File: config.mk
export PLATFORM = sky130hd
export DESIGN_NAME = uart_tx_arbiter
export DESIGN_NICKNAME = d
export VERILOG_FILES = /design/src/rtl/uart_arb_pkg.sv /design/src/rtl/uart_rr_pick.sv /design/src/rtl/uart_tx_arbiter.sv
export SDC_FILE = /design/constraint.sdc
export NUM_CORES = 1
export LEC_CHECK = 0
export ABC_AREA = 1
export CAP_MARGIN = 5
export CORE_UTILIZATION = 45
export DETAILED_ROUTE_END_ITERATION = 16
export PLACE_DENSITY = 0.95
export SLEW_MARGIN = 5
export SYNTH_ARGS = -nofsm -noshare
export SYNTH_HDL_FRONTEND = slang
export SYNTH_HIERARCHICAL = 1
export SYNTH_SLANG_ARGS = --single-unit
File: constraint.sdc
create_clock -name clk -period 3.2 [get_ports clk]
set_input_delay 0.8 -clock clk [delete_from_list [all_inputs] [get_ports clk]]
set_output_delay 0.8 -clock clk [all_outputs]
set_load 0.1 [all_outputs]
File: src/rtl/uart_arb_pkg.sv
// uart_arb_pkg: shared FSM encoding, sizing helper and default watchdog
// limit for uart_tx_arbiter and its round-robin picker.
package uart_arb_pkg;

    typedef enum logic [1:0] {
        IDLE  = 2'd0,
        START = 2'd1,
        SEND  = 2'd2,
        GAP   = 2'd3
    } arb_state_t;

    // About two 10-bit frames at 9600 baud on a 12 MHz clock.
    localparam int DEFAULT_TIMEOUT_CYCLES = 25000;

    // Ceiling log2; returns 0 for inputs of 1 or less.
    function automatic int clog2(input int value);
        int result;
        int rem;
        result = 0;
        rem    = value - 1;
        while (rem > 0) begin
            result = result + 1;
            rem    = rem >> 1;
        end
        return result;
    endfunction

endpackage

File: src/rtl/uart_rr_pick.sv
// uart_rr_pick: combinational round-robin winner search. The slot right
// after the last grant has the highest priority, the last grant the lowest.
module uart_rr_pick
    import uart_arb_pkg::*;
#(
    parameter int NUM_REQ = 4,
    parameter int IDX_W   = clog2(NUM_REQ)
) (
    input  logic [NUM_REQ-1:0] req,
    input  logic [IDX_W-1:0]   last,
    output logic [IDX_W-1:0]   winner,
    output logic               any_valid
);

    logic [IDX_W-1:0] cand;

    // Scan farthest-to-nearest from last so the nearest set bit is written last and wins.
    always_comb begin
        // NOTE: every output of a combinational block gets a default first, so no path leaves it holding state (no latch).
        winner    = '0;
        cand      = '0;
        any_valid = |req;
        for (int i = NUM_REQ; i >= 1; i--) begin
            cand = IDX_W'((int'(last) + i) % NUM_REQ);
            if (req[cand]) begin
                winner = cand;
            end
        end
    end

endmodule

File: src/rtl/uart_tx_arbiter.sv
// uart_tx_arbiter: shares one Uart8 transmitter among NUM_REQ byte producers.
// Grants round-robin, drives txStart/txByte against txBusy/txDone and returns
// a per-requester completion pulse. Optional frame watchdog is enabled by
// defining UART_TX_ARBITER_TIMEOUT_EN; without it reqErr is tied low.
module uart_tx_arbiter
    import uart_arb_pkg::*;
#(
    parameter int NUM_REQ        = 4,
    parameter int GAP_CYCLES     = 0,
    parameter int TIMEOUT_CYCLES = DEFAULT_TIMEOUT_CYCLES,
    localparam int IDX_W         = clog2(NUM_REQ)
) (
    input  logic                 clk,
    input  logic                 rstN,
    input  logic                 en,
    input  logic [NUM_REQ-1:0]   reqValid,
    input  logic [8*NUM_REQ-1:0] reqData,
    output logic [NUM_REQ-1:0]   reqReady,
    output logic [NUM_REQ-1:0]   reqDone,
    output logic [NUM_REQ-1:0]   reqErr,
    output logic                 busy,
    output logic [IDX_W-1:0]     owner,
    output logic                 txEn,
    output logic                 txStart,
    output logic [7:0]           txByte,
    input  logic                 txBusy,
    input  logic                 txDone
);

    localparam int               GAP_W       = (GAP_CYCLES > 1) ? clog2(GAP_CYCLES) : 1;
    localparam logic [GAP_W-1:0] GAP_LAST    = GAP_W'((GAP_CYCLES > 0) ? GAP_CYCLES - 1 : 0);
    localparam arb_state_t       AFTER_FRAME = (GAP_CYCLES > 0) ? GAP : IDLE;

    arb_state_t       state;
    logic [IDX_W-1:0] last_grant;
    logic [IDX_W-1:0] winner;
    logic             any_valid;
    logic [GAP_W-1:0] gap_cnt;
    logic             timeout_hit;
    logic             frame_end;

    uart_rr_pick #(
        .NUM_REQ (NUM_REQ),
        .IDX_W   (IDX_W)
    ) u_pick (
        .req       (reqValid),
        .last      (last_grant),
        .winner    (winner),
        .any_valid (any_valid)
    );

    assign busy      = (state != IDLE);
    assign frame_end = timeout_hit || (state == SEND && txDone);

`ifdef UART_TX_ARBITER_TIMEOUT_EN
    localparam int              WD_W    = clog2(TIMEOUT_CYCLES + 1);
    localparam logic [WD_W-1:0] WD_LAST = WD_W'(TIMEOUT_CYCLES - 1);

    logic [WD_W-1:0]    wd_cnt;
    logic [NUM_REQ-1:0] err_q;

    assign timeout_hit = (state == START || state == SEND) && (wd_cnt == WD_LAST);
    assign reqErr      = err_q;

    // Watchdog: counts clocks spent in START/SEND, restarting on every state change.
    always_ff @(posedge clk or negedge rstN) begin
        if (!rstN) begin
            wd_cnt <= '0;
        end else if (timeout_hit || (state != START && state != SEND) ||
                     (state == START && txBusy) || (state == SEND && txDone)) begin
            wd_cnt <= '0;
        end else begin
            wd_cnt <= wd_cnt + 1'b1;
        end
    end

    // Error flag: pulses together with reqDone when the watchdog aborts a frame.
    always_ff @(posedge clk or negedge rstN) begin
        if (!rstN) begin
            err_q <= '0;
        end else begin
            err_q <= '0;
            if (timeout_hit) begin
                err_q[owner] <= 1'b1;
            end
        end
    end
`else
    logic unused_timeout;

    assign timeout_hit    = 1'b0;
    assign reqErr         = '0;
    assign unused_timeout = ^TIMEOUT_CYCLES;
`endif

    // Arbitration FSM: every client-side and Uart8-side output is registered here.
    always_ff @(posedge clk or negedge rstN) begin
        if (!rstN) begin
            state      <= IDLE;
            last_grant <= IDX_W'(NUM_REQ - 1);
            owner      <= '0;
            txByte     <= '0;
            txStart    <= 1'b0;
            txEn       <= 1'b0;
            reqReady   <= '0;
            reqDone    <= '0;
            gap_cnt    <= '0;
        end else begin
            // NOTE: state uses non-blocking assignment so the later per-bit writes below override these pulse defaults without ordering races.
            txEn     <= en;
            reqReady <= '0;
            reqDone  <= '0;
            case (state)
                IDLE: begin
                    if (en && any_valid) begin
                        txByte           <= reqData[{winner, 3'b000} +: 8];
                        owner            <= winner;
                        reqReady[winner] <= 1'b1;
                        txStart          <= 1'b1;
                        state            <= START;
                    end
                end
                START, SEND: begin
                    if (frame_end) begin
                        txStart        <= 1'b0;
                        reqDone[owner] <= 1'b1;
                        last_grant     <= owner;
                        txByte         <= '0;
                        gap_cnt        <= '0;
                        state          <= AFTER_FRAME;
                    end else if (state == START && txBusy) begin
                        txStart <= 1'b0;
                        state   <= SEND;
                    end
                end
                GAP: begin
                    if (gap_cnt == GAP_LAST) begin
                        state <= IDLE;
                    end else begin
                        gap_cnt <= gap_cnt + 1'b1;
                    end
                end
                default: state <= IDLE;
            endcase
        end
    end

endmodule

======== Word level (Yosys, flattened, before mapping) ========
Index checks and enable logic that the tools add are counted.
storage, ports and cells
  register bits ........................... 25
  bits of input ports ..................... 41
  output and inout port bits .............. 25
  logic and storage cells ................. 82
operators by class
  equality and inequality tests ........... 7
  reduce and logical (&&, ||, !) cells .... 17
  $add $sub $neg .......................... 5
  shift-type cells ........................ 1
  order comparisons ....................... 8
  muxes and demuxes ....................... 35
operator list
  operator             count
  $shiftx 32x6->8      1
  $lt 2x3->1 const B   6
  $mux 2               8
  $mux 4               4
  $mux 8               2
  $pmux 8 s2           1
  $mux 1               11
  $reduce_and 3->1     3
  $bmux 1 s2           4
  $ne 2x2->1 const B   3
  $pmux 2 s3           1
  $reduce_and 2->1     3
  $reduce_bool 2->1    3
  $logic_and 1x1->1    5
  $add 2x1->2 const B  2
  $add 2x2->2 const B  2
  $demux 1 s2          2
  $eq 2x2->1 const B   2
  $ge 2x1->1 const B   2
  $pmux 1 s2           2
  $reduce_or 4->1      1
  $ne 3x3->1 const B   1
  $eq 2x1->1 const B   1
  $logic_not 2->1      1
  2 further kinds      2

======== Longest topological paths before layout ========
Gate-level depths: netlist of run 1.
  depth after elaboration ................. 13
  depth in mapped cells ................... 17
  depth with buffers taken out ............ 15

======== By module ========
The synthesis of run 1 kept the hierarchy.
modules (own cells, without submodules)
  module           area an instance (µm²)  seq. area each (µm²)  instances  cells an instance
  uart_tx_arbiter  1233.7                  603.1                 1          159
  uart_rr_pick     266.5                   0.0                   1          51

======== Worst setup path after synthesis of run 1 ========
OpenSTA, ideal clock, no wires.
  path kind ............................... in2reg
  from .................................... input port reqValid[3]
  to ...................................... register txByte[1]
  required time ........................... 3.080 ns
  setup slack ............................. 1.256 ns
  stages .................................. 13
  data arrival time ....................... 1.824 ns
  path buffers ............................ 2
  library setup time ...................... 0.120 ns
  cells stage by stage .................... inv_1 o21ai_2 nand2_2 nand3_1 nand3_1 nand2_1 nand2_1 buf_4 buf_6 nand2_1 nand3_1 nand3_1 nand2_1
on the way
  longest elaborated chain between the ends .. 9
  elaborated cells between the ends (all ways) .. 19
  those cells by class .................... 1 x eq/ne; 1 x shift; 14 x mux; 3 x reduce/logical
ends and longest elaborated chain
  item                          line                    text
  start, declared               uart_tx_arbiter.sv:16   input logic [NUM_REQ-1:0] reqValid,
  $bmux 1 s2                    uart_rr_pick.sv:25      if (req[cand]) begin
  $mux 1 (not written as such)  uart_rr_pick.sv:25
  $mux 2 (3 in a row)           uart_rr_pick.sv:25
  $mux 2 *                      uart_rr_pick.sv:25
  net winner[0]                 uart_tx_arbiter.sv:36   logic [IDX_W-1:0] winner;
  $shiftx 32x6->8 *             uart_tx_arbiter.sv:116  txByte <= reqData[{winner, 3'b000} +: 8];
  $mux 8 *                      uart_tx_arbiter.sv:115  if (en && any_valid) begin
  $pmux 8 s2 *                  uart_tx_arbiter.sv:113  case (state)
  end signal, assigned          uart_tx_arbiter.sv:116
  end, declared                 uart_tx_arbiter.sv:25   output logic [7:0] txByte,
The timed path passes the listed nets; every way through them passes the cells marked *. The select of a mux whose other input is x is not followed.
A chain may end at the register's enable or synchronous reset.

======== Worst setup path in the final report of run 1 ========
  from .................................... input port reqValid[0]
  to ...................................... register txByte[1]
Same word-level chain as after synthesis.

==> impl_metrics.json, run 1 <==
{
  "status": "complete, no violations",
  "grt_pass1_vias": 1451,
  "cap_violations": 0,
  "ios": 66,
  "synth_top_area_share_pct": 36.7,
  "whs_ns": 0.509,
  "cp_data_arrival_time_ns": 2.63,
  "yosys_warnings": 6,
  "synth_edf_count": 0,
  "synth_top_family_by_area": "simple AND/OR/NAND/NOR gates",
  "yosysSeqAreaShare_pct": 40.2,
  "path_class": "in -> reg",
  "cts_tree": "built",
  "ys_top_cells_by_count": "90 x nand2_1, 30 x nand3_1, 22 x dfrtp_1, 14 x inv_1, 8 x nor2_1",
  "synth-main-ff-cell": "dfrtp_1",
  "initial_core_util_pct": 48.3,
  "async_reset_ff_share_pct": 100,
  "grt_use_total_pct": 22.6,
  "core_sq_um": 3100,
  "fin_skew_ns": 0.0113,
  "synth-seq-cells": 24,
  "dp_hpwl_mm": 2.95,
  "routabilityCongestion": 0.931,
  "clkSlewWorstSetupHoldPaths_ns": 0.13,
  "die_x_um": 59.7,
  "syn_area_sq_um": 1500,
  "worstHoldPathType": "reg -> reg",
  "antenna_found_initial": 0,
  "viasPerCell": 4.93,
  "drive_above_1_share_pct": 18.4,
  "clock-sinks": 24,
  "fp.dieH_um": 59.7,
  "rows": 20,
  "hold_path.startpoint": "txStart$_DFFE_PN0P_",
  "wire_per_inst_um": 11.8,
  "fmax_mhz": 425,
  "dr_wl_met2_mm": 1.90,
  "nFillCells": 287,
  "synth_top_area_cell": "dfrtp_1",
  "synth.mux.area_fraction_pct": 0,
  "startpoint": "reqValid[0]",
  "wl_met1_mm": 1.56,
  "firstDrtPassIters": 4,
  "portBuffers": 61,
  "stdcell_area_sq_um": 2100,
  "ant_nets": 0,
  "fin_crit_sh_pct": 73.6,
  "setup_tns_ns": 0,
  "yosysUniqueCellTypes": 28,
  "synth_adder_area_share_pct": 2.50,
  "netlist_top_cells_area": "dfrtp_1 37%, nand2_1 23%, nand3_1 10%",
  "finalWirelength_mm": 3.73,
  "h-tree-depth": 1,
  "area_growth_pct": 39.8,
  "avgSynthCellArea_sq_um": 7.14,
  "dieArea_sq_um": 3570,
  "grt_max_degree": 25,
  "synth_most_common_cell": "nand2_1",
  "ff2ff_setup_slack_ns": 1.12,
  "cts_made_buffers": 3,
  "insertedDiodeCount": 0,
  "r2r-start": "last_grant[0]$_DFFE_PN1P_",
  "setup_viol": 0,
  "worst_ep_required_time_ns": 3.47,
  "synth_compound_area_share_pct": 4.17,
  "num_vias": 1559,
  "clk_path_buf_depth": 2,
  "fin_crit_ns": 2.35,
  "report.final.slew_viol_count": 0,
  "yosys.area_share.simple_pct": 42.5,
  "met3WireLength_um": 193,
  "synth_xor_area_share_pct": 0,
  "placed_area_sq_um": 2070,
  "gr-total-overflow": 0,
  "highest_layer": "met4",
  "cts_root_buffer": "clkbuf_4",
  "grt_pass1_wl_mm": 6.10,
  "final_nets": 317,
  "final_hold_viol_count": 0,
  "end_kind": "flop",
  "drc_errors": 0,
  "startpoint_type": "input port",
  "rsz0062_at_grt": "false",
  "clk_latency_ns": 0.32,
  "cts_setup_buffers": 0,
  "cts_hold_buf": 0,
  "synthCells": 210,
  "ctsResizeCount": 0,
  "path_max_fanout": 16,
  "first_iter_violations": 81
}
[cells in the final DEF (no fill, tap or decap), drive strengths merged]
cell,count
clkdlybuf4s50,40
clkinv,1
a21oi,1
ha,3
clkbuf,4
buf,24
nor2,10
conb,4
nand3b,1
dfstp,2
nand2,99
nor4,1
inv,19
nand3,31
o21a,1
dfrtp,22
nor3,1
o21ai,7
nand4,1
[critical path: stages]
cell             delay (ns)
clkdlybuf4s50_1        0.48
inv_1                  0.07
o21ai_2                0.13
nand2_1                0.08
nand2_1                0.07
inv_2                  0.04
nand2_1                0.05
nand2_1                0.04
nand2_1                0.05
nand2_1                0.07
inv_1                  0.35
nand2_1                0.13
nand3_1                0.11
nand3_1                0.08
nand2_1                0.06
[final cells by class]
cell class | count | area, sq um | share of cell area [%]
multi-input cells | 160 | 752 | 35.9
well taps | 44 | 55.1 | 2.63
clock buffers | 4 | 26.3 | 1.25
inverters | 20 | 80.1 | 3.82
flip-flops and latches | 24 | 603 | 28.8
repair buffers | 64 | 581 | 27.7
[sequential cells by signal, indices dropped and copies added (netlist names)]
register,cells
state,2
reqReady,4
owner,2
txEn,1
reqDone,4
last_grant,2
txByte,8
txStart,1
[cell families (layout without fill, tap and decap cells)]
kind of cell | after synthesis | count (layout)
and+or+nand+nor | 144 | 144
buffers and inverters | 29 | 88
DFF | 24 | 24
AOI/OAI and AO/OA | 9 | 9
adders and majority gates | 3 | 3
other | 1 | 4
[metrics by stage]
step | setup WS (ns) | std cells | utilization, %
final | 0.845 | 316 | 67.6
after global routing | 0.649 | 316 | 67.6
after CTS | 0.861 | 316 | 67.6
after detailed placement | 0.527 | 312 | 66.7
after global placement | 0.644 | 312 | 66.7
after floorplan | 1.26 | 213 | -
[final timing paths]
check,endpoint,depth (start not counted)
max,txByte[1]$_DFFE_PN0P_,15
min,txStart$_DFFE_PN0P_,2
max reg2reg,txByte[1]$_DFFE_PN0P_,14
min reg2reg,txStart$_DFFE_PN0P_,2
max in group asynchronous,last_grant[0]$_DFFE_PN1P_,2
min in group asynchronous,txByte[5]$_DFFE_PN0P_,2
[per-layer routing]
metal	global-route usage, %	vias up
li1	-	777
met1	27.8	716
met3	2.81	9
met5	0	-
met2	39.5	57
met4	9.63	0
Power of run 1 is not shown: default switching activity piles up to over one toggle a cycle in this logic, so the estimate is an artifact.
==> run 2: changes to the inputs <==
- CORE_UTILIZATION: 45 -> 42
- PLACE_DENSITY: 0.95 -> 0.91
- clock period: 3.2 -> 2.4 ns (I/O delays scaled with it)
==> run 2 against run 1 <==
Non-clock buffer count did not move. Register-to-register slack got worse by 0.77 ns. Sequential share of layout area fell by 0.56 points. Cell area rose by 2.0%. Via count fell by 4.3%. Core utilization fell by 4.5 points. Highest routed layer unchanged.
==> impl_metrics.json, run 2 (synthesis results as in run 1) <==
{
  "worst_ep_required_time_ns": 2.67,
  "rsz0062_at_grt": "false",
  "firstDrtPassIters": 4,
  "status": "complete, no violations",
  "dp_cells": 314,
  "clock-sinks": 24,
  "crit_path_top_delay_cell": "clkdlybuf4s50_1",
  "cp_data_arrival_time_ns": 2.37,
  "rows": 21,
  "path_cells": "clkdlybuf4s50_1 > inv_1 > o21ai_2 > nand2_1 > nand2_1 > inv_2 > nand2_1 > nand2_1 > nand2_1 > nand2_1 > inv_1 > nand2_1 > nand3_1 > nand3_1 > nand2_1",
  "final_nets": 317,
  "num_vias": 1492,
  "critPathMaxStageDelay_ns": 0.47,
  "dp_hpwl_mm": 2.76,
  "area_growth_pct": 42.5,
  "startpoint_type": "input port",
  "layout_commonest_cell": "nand2_1",
  "dr_wl_met2_mm": 1.85,
  "fp.dieH_um": 61.8,
  "core_sq_um": 3390,
  "routabilityCongestion": 0.862,
  "fmax_mhz": 476,
  "final_hold_viol_count": 0,
  "cts_setup_buffers": 0,
  "stdcell_area_sq_um": 2140,
  "setup_viol": 0,
  "clk_path_buf_depth": 2,
  "fin_crit_sh_pct": 87.5,
  "cpMostUsedCell": "nand2_1",
  "clk_latency_ns": 0.32,
  "report.final.slew_viol_count": 0,
  "cts_hold_buf": 0,
  "drc_errors": 0,
  "path_class": "in -> reg",
  "largest_reg_flops": 8,
  "critPathBufInv": 4,
  "setup_tns_ns": 0,
  "grt_max_degree": 25,
  "end_kind": "flop",
  "initial_core_util_pct": 44.3,
  "worst-path-stages": 15,
  "ant_nets": 0,
  "cap_violations": 0,
  "insertedDiodeCount": 0,
  "stdcell_count": 318,
  "gr-total-overflow": 0,
  "ios": 66,
  "ctsResizeCount": 0,
  "wl_met1_mm": 1.52,
  "fin_skew_ns": 0.00347,
  "hold_depth": 2,
  "dieArea_sq_um": 3810,
  "nFillCells": 290,
  "grt_pass1_wl_mm": 5.71,
  "reg2reg_depth": 14,
  "cts_made_buffers": 3,
  "cts_tree": "built",
  "most-common-layout-cells": "90 x nand2_1, 40 x clkdlybuf4s50_1, 30 x nand3_1",
  "top_regs": "txByte x8, reqDone x4, reqReady x4",
  "fin_crit_ns": 2.10,
  "met3WireLength_um": 120,
  "cts_root_buffer": "clkbuf_4",
  "grt_pass1_vias": 1343,
  "antenna_found_initial": 0,
  "drive_above_1_share_pct": 18.8,
  "clkSlewWorstSetupHoldPaths_ns": 0.13,
  "path_max_fanout": 16,
  "first_iter_violations": 80,
  "wire_per_inst_um": 11.3,
  "largest_register": "txByte",
  "worstHoldPathType": "reg -> reg",
  "die_x_um": 61.8,
  "viasPerCell": 4.69,
  "placed_area_sq_um": 2090,
  "crit_family": "buffers and inverters",
  "highest_layer": "met4",
  "portBuffers": 61,
  "grt_use_total_pct": 20.6,
  "h-tree-depth": 1,
  "finalWirelength_mm": 3.58
}
run 2: cell types whose count changed in the layout (fill, tap and decap cells not counted):
cell       change
buf_12         +1
clkbuf_1       -1
buf_4          -1
bufinv_16      +1
run 2: worst paths after layout:
check / start / endpoint / slack, ns
worst min-delay path: txByte[4]$_DFFE_PN0P_ / txByte[4]$_DFFE_PN0P_ / 0.50
min in group asynchronous: rstN / txByte[1]$_DFFE_PN0P_ / 0.61
worst min register to register: txByte[4]$_DFFE_PN0P_ / txByte[4]$_DFFE_PN0P_ / 0.50
worst max register to register: last_grant[0]$_DFFE_PN1P_ / txByte[6]$_DFFE_PN0P_ / 0.35
worst max-delay path: reqValid[0] / txByte[6]$_DFFE_PN0P_ / 0.30
max in group asynchronous: rstN / last_grant[0]$_DFFE_PN1P_ / 1.50
run 2: per-stage QoR:
step                util, %  worst slack (ns)  hold slack, ns
global route           63.1             0.130           0.553
detailed placement     61.5         -0.000148           0.473
finish                 63.1             0.301           0.498
floorplan                 -             0.631           0.304
CTS                    63.1             0.328           0.507
global placement       61.5            0.0452           0.466
run 2: area by class of cell:
class | count | area [sq um] | share of cell area, %
clock buffers | 3 | 22.5 | 1.05
multi-input cells | 160 | 752 | 35.2
flip-flops and latches | 24 | 603 | 28.2
inverters | 20 | 80.1 | 3.74
well taps | 46 | 57.6 | 2.69
clock inverters | 1 | 30.0 | 1.40
repair buffers | 64 | 593 | 27.7
run 2: worst reg2reg max path: cells and delay by family, from the launching register on:
kind	cells	cell delay (ns)
AND/OR/NAND/NOR	11	0.79
buffers and inverters	3	0.49
flip-flops	1	0.70
run 2: routing by layer:
| layer | global-route usage [%] | up-vias |
|---|---|---|
| met5 | 0 | - |
| met4 | 10.5 | 0 |
| met3 | 2.48 | 9 |
| met2 | 34.1 | 40 |
| met1 | 26.6 | 673 |
| li1 | - | 770 |
Power of run 2 is left out for the same reason.
